## src/rtl/snake_body.sv

```systemverilog
// Snake position, direction, growth and collision FSM with combinational snake pixel colour.
// Moves once every TICK_DIV clocks in RUN; move_tick is high in the cycle that commits a move.
module snake_body #(
   parameter int SCREEN_WIDTH     = 640,
   parameter int SCREEN_HEIGHT    = 480,
   parameter int CELL_SIZE        = 10,
   parameter int BORDER_THICKNESS = 20,
   parameter int MAX_LEN          = 16,
   parameter int START_LEN        = 3,
   parameter int START_X          = 320,
   parameter int START_Y          = 240,
   parameter int TICK_DIV         = 2500000
) (
   input  logic        CLOCK_50,
   input  logic        reset,
   input  logic        start,
   input  logic        btn_up,
   input  logic        btn_down,
   input  logic        btn_left,
   input  logic        btn_right,
   input  logic [11:0] x,
   input  logic [11:0] y,
   input  logic [11:0] food_x,
   input  logic [11:0] food_y,
   output logic [11:0] snake_x,
   output logic [11:0] snake_y,
   output logic [11:0] snake_size,
   output logic [7:0]  length,
   output logic        move_tick,
   output logic        game_over,
   output logic [7:0]  vga_r,
   output logic [7:0]  vga_g,
   output logic [7:0]  vga_b
);

   localparam int                CW        = (TICK_DIV > 1) ? $clog2(TICK_DIV) : 1;
   localparam logic [CW-1:0]     CNT_LAST  = CW'(TICK_DIV - 1);
   localparam logic [11:0]       CELL      = 12'(CELL_SIZE);
   localparam logic [11:0]       WALL_LO   = 12'(BORDER_THICKNESS);
   localparam logic [11:0]       WALL_X_HI = 12'(SCREEN_WIDTH - BORDER_THICKNESS);
   localparam logic [11:0]       WALL_Y_HI = 12'(SCREEN_HEIGHT - BORDER_THICKNESS);
   localparam logic [7:0]        LEN_START = 8'(START_LEN);
   localparam logic [7:0]        LEN_MAX   = 8'(MAX_LEN);

   typedef enum logic [1:0] {S_IDLE, S_RUN, S_OVER} state_t;
   typedef enum logic [1:0] {D_RIGHT, D_LEFT, D_UP, D_DOWN} dir_t;

   state_t        r_state;
   state_t        w_state_nxt;
   dir_t          r_dir;
   dir_t          r_pend;
   dir_t          w_req_dir;
   logic [CW-1:0] r_cnt;
   logic          r_grow;
   logic [7:0]    r_len;
   logic [11:0]   r_seg_x [MAX_LEN];
   logic [11:0]   r_seg_y [MAX_LEN];

   logic          w_run;
   logic          w_move;
   logic          w_restart;
   logic          w_req_vld;
   logic          w_req_ok;
   logic [11:0]   w_new_x;
   logic [11:0]   w_new_y;
   logic          w_wall_hit;
   logic          w_self_hit;
   logic          w_hit;
   logic [7:0]    w_self_limit;
   logic          w_eat;
   logic          w_in_head;
   logic          w_in_body;

   function automatic dir_t f_opposite(input dir_t d);
      case (d)
         D_RIGHT: f_opposite = D_LEFT;
         D_LEFT:  f_opposite = D_RIGHT;
         D_UP:    f_opposite = D_DOWN;
         default: f_opposite = D_UP;
      endcase
   endfunction

   function automatic logic f_in_box(input logic [11:0] px, input logic [11:0] py,
                                     input logic [11:0] bx, input logic [11:0] by);
      f_in_box = (px >= bx) && (px < bx + CELL) && (py >= by) && (py < by + CELL);
   endfunction

   function automatic logic [11:0] f_init_x(input int i);
      f_init_x = (i < START_LEN) ? 12'(START_X - i * CELL_SIZE) : 12'd0;
   endfunction

   function automatic logic [11:0] f_init_y(input int i);
      f_init_y = (i < START_LEN) ? 12'(START_Y) : 12'd0;
   endfunction

   assign w_run     = (r_state == S_RUN);
   assign w_move    = w_run && (r_cnt == CNT_LAST);
   assign w_restart = (r_state == S_OVER) && start;

   // Highest-priority pressed button wins; a reversal request is dropped, not demoted.
   always_comb begin
      w_req_vld = 1'b1;
      w_req_dir = D_RIGHT;
      if (btn_up)         w_req_dir = D_UP;
      else if (btn_down)  w_req_dir = D_DOWN;
      else if (btn_left)  w_req_dir = D_LEFT;
      else if (btn_right) w_req_dir = D_RIGHT;
      else                w_req_vld = 1'b0;
      w_req_ok = w_req_vld && (w_req_dir != f_opposite(r_dir));
   end

   always_comb begin
      w_new_x = r_seg_x[0];
      w_new_y = r_seg_y[0];
      case (r_pend)
         D_RIGHT: w_new_x = r_seg_x[0] + CELL;
         D_LEFT:  w_new_x = r_seg_x[0] - CELL;
         D_UP:    w_new_y = r_seg_y[0] - CELL;
         default: w_new_y = r_seg_y[0] + CELL;
      endcase
   end

   assign w_wall_hit = (w_new_x < WALL_LO) || (w_new_x + CELL > WALL_X_HI) ||
                       (w_new_y < WALL_LO) || (w_new_y + CELL > WALL_Y_HI);

   // The tail vacates on a plain move, so it only counts when the snake is about to grow.
   always_comb begin
      w_self_limit = r_grow ? r_len : r_len - 8'd1;
      w_self_hit   = 1'b0;
      for (int i = 1; i < MAX_LEN; i++) begin
         if ((8'(i) < w_self_limit) && (r_seg_x[i] == w_new_x) && (r_seg_y[i] == w_new_y))
            w_self_hit = 1'b1;
      end
   end

   assign w_hit = w_wall_hit || w_self_hit;

   assign w_eat = w_run &&
                  (r_seg_x[0] < food_x + CELL) && (food_x < r_seg_x[0] + CELL) &&
                  (r_seg_y[0] < food_y + CELL) && (food_y < r_seg_y[0] + CELL);

   always_comb begin
      w_state_nxt = r_state;
      case (r_state)
         S_IDLE:  if (start)          w_state_nxt = S_RUN;
         S_RUN:   if (w_move && w_hit) w_state_nxt = S_OVER;
         S_OVER:  if (start)          w_state_nxt = S_IDLE;
         default:                     w_state_nxt = S_IDLE;
      endcase
   end

   always_ff @(posedge CLOCK_50 or posedge reset) begin
      if (reset) r_state <= S_IDLE;
      else       r_state <= w_state_nxt;
   end

   always_ff @(posedge CLOCK_50 or posedge reset) begin
      if (reset) begin
         r_len  <= LEN_START;
         r_dir  <= D_RIGHT;
         r_pend <= D_RIGHT;
         r_cnt  <= '0;
         r_grow <= 1'b0;
         for (int i = 0; i < MAX_LEN; i++) begin
            r_seg_x[i] <= f_init_x(i);
            r_seg_y[i] <= f_init_y(i);
         end
      end else if (w_restart) begin
         r_len  <= LEN_START;
         r_dir  <= D_RIGHT;
         r_pend <= D_RIGHT;
         r_cnt  <= '0;
         r_grow <= 1'b0;
         for (int i = 0; i < MAX_LEN; i++) begin
            r_seg_x[i] <= f_init_x(i);
            r_seg_y[i] <= f_init_y(i);
         end
      end else begin
         if (!w_run || w_move) r_cnt <= '0;
         else                  r_cnt <= r_cnt + 1'b1;

         if (w_run && w_req_ok) r_pend <= w_req_dir;

         if (w_move && !w_hit) begin
            r_dir <= r_pend;
            for (int i = MAX_LEN - 1; i >= 1; i--) begin
               r_seg_x[i] <= r_seg_x[i-1];
               r_seg_y[i] <= r_seg_y[i-1];
            end
            r_seg_x[0] <= w_new_x;
            r_seg_y[0] <= w_new_y;
            if (r_grow && (r_len < LEN_MAX)) r_len <= r_len + 8'd1;
         end

         // Food relocates right after being eaten, so the request must be held until a move.
         if (w_eat)                  r_grow <= 1'b1;
         else if (w_move && !w_hit)  r_grow <= 1'b0;
      end
   end

   always_comb begin
      w_in_head = f_in_box(x, y, r_seg_x[0], r_seg_y[0]);
      w_in_body = 1'b0;
      for (int i = 1; i < MAX_LEN; i++) begin
         if ((8'(i) < r_len) && f_in_box(x, y, r_seg_x[i], r_seg_y[i]))
            w_in_body = 1'b1;
      end
      vga_r = 8'd0;
      vga_g = 8'd0;
      vga_b = 8'd0;
      if (w_in_head) begin
         vga_r = 8'd255;
         vga_g = 8'd255;
      end else if (w_in_body) begin
         vga_g = 8'd255;
      end
   end

   assign snake_x    = r_seg_x[0];
   assign snake_y    = r_seg_y[0];
   assign snake_size = CELL;
   assign length     = r_len;
   assign move_tick  = w_move;
   assign game_over  = (r_state == S_OVER);

endmodule

```

## config.mk

```make
export PLATFORM = sky130hd
export DESIGN_NAME = snake_body
export DESIGN_NICKNAME = d
export VERILOG_FILES = /design/src/rtl/snake_body.sv
export SDC_FILE = /design/constraint.sdc
export NUM_CORES = 2
export LEC_CHECK = 0
export CAP_MARGIN = 20
export CORE_MARGIN = 5
export CORE_UTILIZATION = 25
export CTS_BUF_LIST = sky130_fd_sc_hd__clkbuf_2
export CTS_CLUSTER_DIAMETER = 120
export DETAILED_ROUTE_END_ITERATION = 8
export HOLD_SLACK_MARGIN = 0.06
export SLEW_MARGIN = 40
export SYNTH_ARGS = -nofsm -noshare
export SYNTH_HDL_FRONTEND = slang
export SYNTH_SLANG_ARGS = --single-unit
export TNS_END_PERCENT = 30
```

## constraint.sdc

```tcl
create_clock -name CLOCK_50 -period 16.26 [get_ports CLOCK_50]
set_input_delay 3.252 -clock CLOCK_50 [delete_from_list [all_inputs] [get_ports CLOCK_50]]
set_output_delay 3.252 -clock CLOCK_50 [all_outputs]
set_load 0.05 [all_outputs]
```

# --- After elaboration in Yosys (flattened, before gate mapping) ---
# Cells that the tools add are included.
word_totals:
  ff_bits: 421
  in_bits: 55
classes:
  n_eq_ne: 41
  order_cmp: 103
  add_sub_neg: 41
  n_reduce_logical: 121
  mux: 64
op_table:
  columns: ["operator", "n"]
  rows:
  - ["$mux 192", 4]
  - ["$add 12x4->12 const B", 36]
  - ["$lt 12x12->1", 36]
  - ["$ge 12x12->1", 32]
  - ["$eq 12x12->1", 30]
  - ["$lt 4x8->1 const A", 16]
  - ["$logic_and 1x1->1", 104]
  - ["$lt 3x8->1 const A", 8]
  - ["$mux 8", 7]
  - ["$pmux 12 s2", 2]
  - ["$mux 22", 2]
  - ["$mux 1", 38]
  - ["$lt 2x8->1 const A", 4]
  - ["$lt 12x5->1 const B", 2]
  - ["$sub 12x4->12 const B", 2]
  - ["$add 22x1->22 const B", 1]
  - ["$eq 22x22->1 const B", 1]
  - ["$mux 2", 9]
  - ["$lt 1x8->1 const A", 2]
  - ["$gt 12x10->1 const B", 1]
  - ["$gt 12x9->1 const B", 1]
  - ["$pmux 2 s3", 2]
  - ["$add 8x1->8 const B", 1]
  - ["$lt 8x5->1 const B", 1]
  - ["14 further kinds", 28]

# --- Logic depth before layout (Yosys ltp) ---
logic_depth:
  word_depth: 26
  depth_mapped: 23
  depth_no_buf: 18

# --- Worst setup path before layout ---
# No wires, ideal clock.
synth_path:
  path_kind: "input to output"
  from: "in y[1]"
  to: "out vga_g[1]"
  arrival_time_ns: 6.907
  path_slack_ns: 6.101
  path_buffers: 1
  t_required_ns: 13.008
  path_stages: 15
  path_cell_list: "inv_1 ha_1 o21ai_0 a21oi_1 nor2b_1 o21ai_0 nand2b_1 a21oi_1 o21ai_0 a21o_1 a2111oi_0 nor4b_1 nor4_1 nand4_1 buf_4"
synth_via:
  word_cells_on_any_way: 96
  cone_classes: "order compare: 32; mux: 17; reduce/logical: 47"
synth_lines:
  columns: ["item", "line", "source"]
  rows:
  - ["start, declared", "22", "input logic [11:0] y,"]
  - ["$ge 12x12->1", "85", "f_in_box = (px >= bx) && (px < bx + CELL) && (py >= by) && (py < by + CELL);"]
  - ["$logic_and 1x1->1", "85", null]
  - ["$logic_and 1x1->1 (*)", "85", null]
  - ["net w_in_head", "71", "logic w_in_head;"]
  - ["$mux 8 (*)", "211", "if (w_in_head) begin"]
  - ["end, declared", "32", "output logic [7:0] vga_g,"]
# Mark *: on every way through the listed nets, which the timed path passes. The rest lies on a longest branch.

# --- Final worst setup path ---
layout_path:
  from: "in y[1]"
  to: "out vga_g[4]"
layout_via:
  elab_chain_len: 21
  word_cells_on_any_way: 96
  cone_classes: "order compare: 32; mux: 17; reduce/logical: 47"
layout_rtl:
  columns: ["item", "line", "source"]
  rows:
  - ["$ge 12x12->1", "85", null]
  - ["$logic_and 1x1->1 (2 in a row)", "85", null]
  - ["$logic_and 1x1->1", "205", "if ((8'(i) < r_len) && f_in_box(x, y, r_seg_x[i], r_seg_y[i]))"]
  - ["$mux 1 (15 in a row)", "205", null]
  - ["$mux 8", "214", "end else if (w_in_body) begin"]
  - ["$mux 8 (*)", "211", null]
# Mark *: on every way between the ends. The rest lies on a longest branch, timed or not.

==> impl.org <==
** Logic synthesis
- Syn Std Cell Area :: 45000 um^2
- Among all flip-flop cells after synthesis, the most frequent one is sky130_fd_sc_hd__dfrtp_1.
- Largest cells by area after synthesis :: sky130_fd_sc_hd__ha_1 (22%), sky130_fd_sc_hd__dfrtp_1 (20%), sky130_fd_sc_hd__xnor2_1 (9.8%)
- Ranked by instance count, the synthesized netlist is headed by sky130_fd_sc_hd__ha_1 (792), sky130_fd_sc_hd__o21ai_0 (614), sky130_fd_sc_hd__xnor2_1 (505).
- Share of async-settable or async-resettable flops after synthesis :: 1.00
- During synthesis, Yosys emitted a total of 0 warnings.
- Count of mapped cells out of synthesis :: 5379
- Flip-flop and latch count after synthesis :: 389
- A synthesized cell averages 8.36 um^2.
- Share of the synthesized area in the top cell type :: 0.220
- For this run, the register share of the synthesized area comes to 0.217.
- Number of synthesized flops with an enable pin :: 0
- After synthesis, the netlist uses 93 different library cells.
- Of all cell types, the one taking the most synthesized area is sky130_fd_sc_hd__ha_1.
- In the post-synthesis netlist, the cell with the most instances is sky130_fd_sc_hd__ha_1.

** Critical path
- Crit Path Class :: in2out
- Element type at the critical path end :: output port
- For the worst setup path, the data arrival time is 8.71 ns.
- Data on the critical path is required at its endpoint by 13.01 ns.
- Of all nets on the critical path, the largest fanout is 32.
- Type of element launching the critical path :: primary input

** Layout
- From synthesis to final layout, the design area changed by 10.6%.
- The finished layout holds 7883 standard cells, fillers aside.
- After routing the design area is 49700 um^2.
- Across the whole layout, storage elements account for 9770 um^2.
- Count of nets after finishing :: 6272
- Summing all multi-input logic gate instances after layout gives 32300 um^2.
- The filler cells instantiated in the layout total 19100.
- In the final layout, the share of cells above drive strength 1 is 0.0761.

** Routing
- In this run the remaining antenna-violating nets after routing total 0.
- Uppermost metal layer occupied by signal nets :: met5
- For this block, wires on met1 add up to 89.9 mm.
- Count of routing violations after the opening detailed-route iteration :: 4854
- In the routed design, unresolved DRC markers number 0.
- Post-DR vias/cell :: 5.45
- Post-detailed-route wirelength per cell :: 27.0 um
- Detailed routing placed a total of 18.0 mm of wire on met3.
- First-pass detailed-route iteration total :: 6
- For this block, the routed nets add up to 213 mm of wire.
- Wire segments on met2 add up to 90.4 mm in the final route.
- Routed vias :: 43000

** Global route
- In the global route stage, overall resource usage came out at 0.219.
- Initial antenna violation count :: 11
- Number of global-route vias before repair :: 40800
- Entering global routing, the biggest net connects 230 pins.
- Wire length of the first global-routing pass :: 301 mm
- Congestion Overflow GR :: 0

** Flow run
- Number of max-cap violations :: 0

** STA
- Adding up every negative setup slack in the final design gives 0 ns.
- The worst pin sits at a relative slew slack of 0.369.
- Count of pins over their slew limit :: 0
- Worst slew pin tran :: 0.941 ns
- Max Clk Rate :: 0.0836 GHz
- The number of failing hold endpoints at the final stage came to 0.
- The worst path in the final design needs a cycle of 11.96 ns, including I/O delays and setup.
- Setup slack closes at 4.30 ns.
- Setup repair after global routing missed its margin :: no
- Setup violations remaining at the end of the flow were counted as 0.
- WHS :: 0.448 ns
- Worst Clk Skew :: 0.147 ns
- Part of the cycle the worst path needs :: 0.735

** Die
- Height of the die :: 434 um
- After floorplanning, the core was sized to cover 179000 um^2.
- Initial core utilization :: 0.252
- DIE WIDTH :: 434 um
- In this run the count of I/O pins placed on the die edge is 125.
- Die Footprint :: 188000 um^2
- Row generation in the floorplan step produced 155 rows.

** Placement
- Sum of net half-perimeters after detailed placement :: 165 mm
- Routability-driven placement finished with a final weighted congestion of 1.09.
- Once placement finished, the instance area stood at 48600 um^2.
- OpenSTA, run right after detailed placement, puts the worst setup slack at 4.20 ns.
- The number of placed instances, taps included, is 7662.
- Port buffering added 102 buffers.

** CTS
- No sink is reached through more buffers than the 3 on the longest clock path.
- Number of buffers inserted by hold repair at cts :: 0
- The clock drives 389 sinks.
- TritonCTS created 114 clock buffers.
- H-tree levels :: 3
- Clock tree from TritonCTS :: yes
- After clock tree synthesis, the clock-pin slew on the worst setup and hold paths is 0.11 ns.
- Number of gates resized after cts :: 0
- The tree is rooted in a sky130_fd_sc_hd__clkbuf_2.
- Clock latency on the worst-skew pair, taken at its later pin, is 1.52 ns.
- Post-CTS setup buffers :: 0

** Pwr
- PwrDens :: 75.5 nW/um^2
- The analysis attributes to cell leakage a power of 0.0233 uW.
- VDD sags by at most 0.0429 mV.

** Worst hold path
- The worst hold path belongs to the class reg2reg.

** Run status
- Run status :: complete, no violations
-- state kept, by name, indices dropped and copies added (netlist names) --
| name | flops |
|---|---|
| length | 8 |
| r_seg_x | 165 |
| snake_y | 11 |
| r_pend | 2 |
| r_dir | 2 |
| r_state | 2 |
| snake_x | 11 |
| r_cnt | 22 |
| r_seg_y | 165 |
| r_grow | 1 |
-- layout make-up --
type                    instances  area share
diodes                          7    0.000352
clock buffers                 168      0.0169
clock inverters                44     0.00448
inverters                     412      0.0313
multi-input cells            4279       0.651
flip-flops and latches        389       0.197
well taps                    2355      0.0593
repair buffers                229      0.0403
-- cell families (layout without fill, tap and decap cells) --
kind of cell    after synthesis  count (layout)  share of synthesized area
compound gates             1380            1380                      0.189
fa+ha+maj                   792             792                      0.220
xor+xnor                    628             628                      0.127
simple gates               1379            1379                      0.159
flops                       389             389                      0.217
buf+inv                     731             853                     0.0692
mux                          78              78                     0.0175
other cells                   2              29                   0.000167
-- worst paths after layout --
kind / startpoint / slack [ns] / to / depth (start not counted)
max: y[1] / 4.30 / vga_g[4] / 17
min: r_state[1] / 0.45 / r_state[0] / 1
max reg2reg: snake_x[4] / 8.45 / r_seg_y[76] / 17
min reg2reg: r_state[1] / 0.45 / r_state[0] / 1
max in group asynchronous: reset / 11.89 / r_seg_x[158] / 5
min in group asynchronous: reset / 2.24 / r_seg_y[14] / 2
-- worst max-delay path, stage by stage --
cell and delay (ns):
sky130_fd_sc_hd__clkdlybuf4s50_1 0.50, sky130_fd_sc_hd__inv_1 0.05, sky130_fd_sc_hd__buf_4 0.28, sky130_fd_sc_hd__ha_1 0.35, sky130_fd_sc_hd__o21ai_0 0.09, sky130_fd_sc_hd__a21oi_1 0.20, sky130_fd_sc_hd__nor2b_1 0.06, sky130_fd_sc_hd__o21ai_0 0.16
sky130_fd_sc_hd__nand2b_1 0.07, sky130_fd_sc_hd__a21oi_1 0.16, sky130_fd_sc_hd__o21ai_0 0.13, sky130_fd_sc_hd__a21o_1 0.21, sky130_fd_sc_hd__a2111oi_1 0.64, sky130_fd_sc_hd__nor4b_4 0.22, sky130_fd_sc_hd__nor4_1 0.74, sky130_fd_sc_hd__nand4_1 0.63
sky130_fd_sc_hd__clkdlybuf4s50_1 0.89
-- per-stage QoR --
step	utilization	power, uW
after floorplan	-	2230
after global placement	0.271	2830
after detailed placement	0.272	2860
after CTS	0.278	3730
after global routing	0.278	3960
final	0.278	3750
-- cell usage in the layout, fill, tap and decap left out, drive strengths merged, types with 12 or more instances in the layout --
cell           count
o221ai            27
and3              50
dfstp             25
a211oi            39
o211ai            41
clkinv            57
nand2            170
o32ai             12
dfrtp            364
or3               33
and4              13
or4               16
nor3              99
conb              22
xor2             106
a21oi            237
xnor3             12
nor2b            113
o21a              75
ha               792
nand3            348
a31oi             37
xnor2            510
a221oi            13
o22ai             15
a22oi             17
clkbuf           168
o2111ai           58
clkdlybuf4s50     81
a2111oi           42
inv              396
mux2i             75
nor3b             23
nand4             67
buf              148
nand2b            76
nor4              69
o21ai            618
nor2             272
a21o              72
-- routing by layer --
| layer | track usage | vias to the layer above |
|---|---|---|
| met5 | 0 | - |
| met4 | 0.125 | 2 |
| met3 | 0.0460 | 555 |
| met2 | 0.332 | 2178 |
| met1 | 0.288 | 20800 |
| li1 | - | 19500 |
-- power by group --
group          internal, uW  switching [uW]  leakage [uW]
Clock                   300             539      0.000801
Sequential             1050             169       0.00433
Combinational           623            1080        0.0182
Total                  1970            1780        0.0233
No activity file was read; power rests on OpenSTA's default activity.
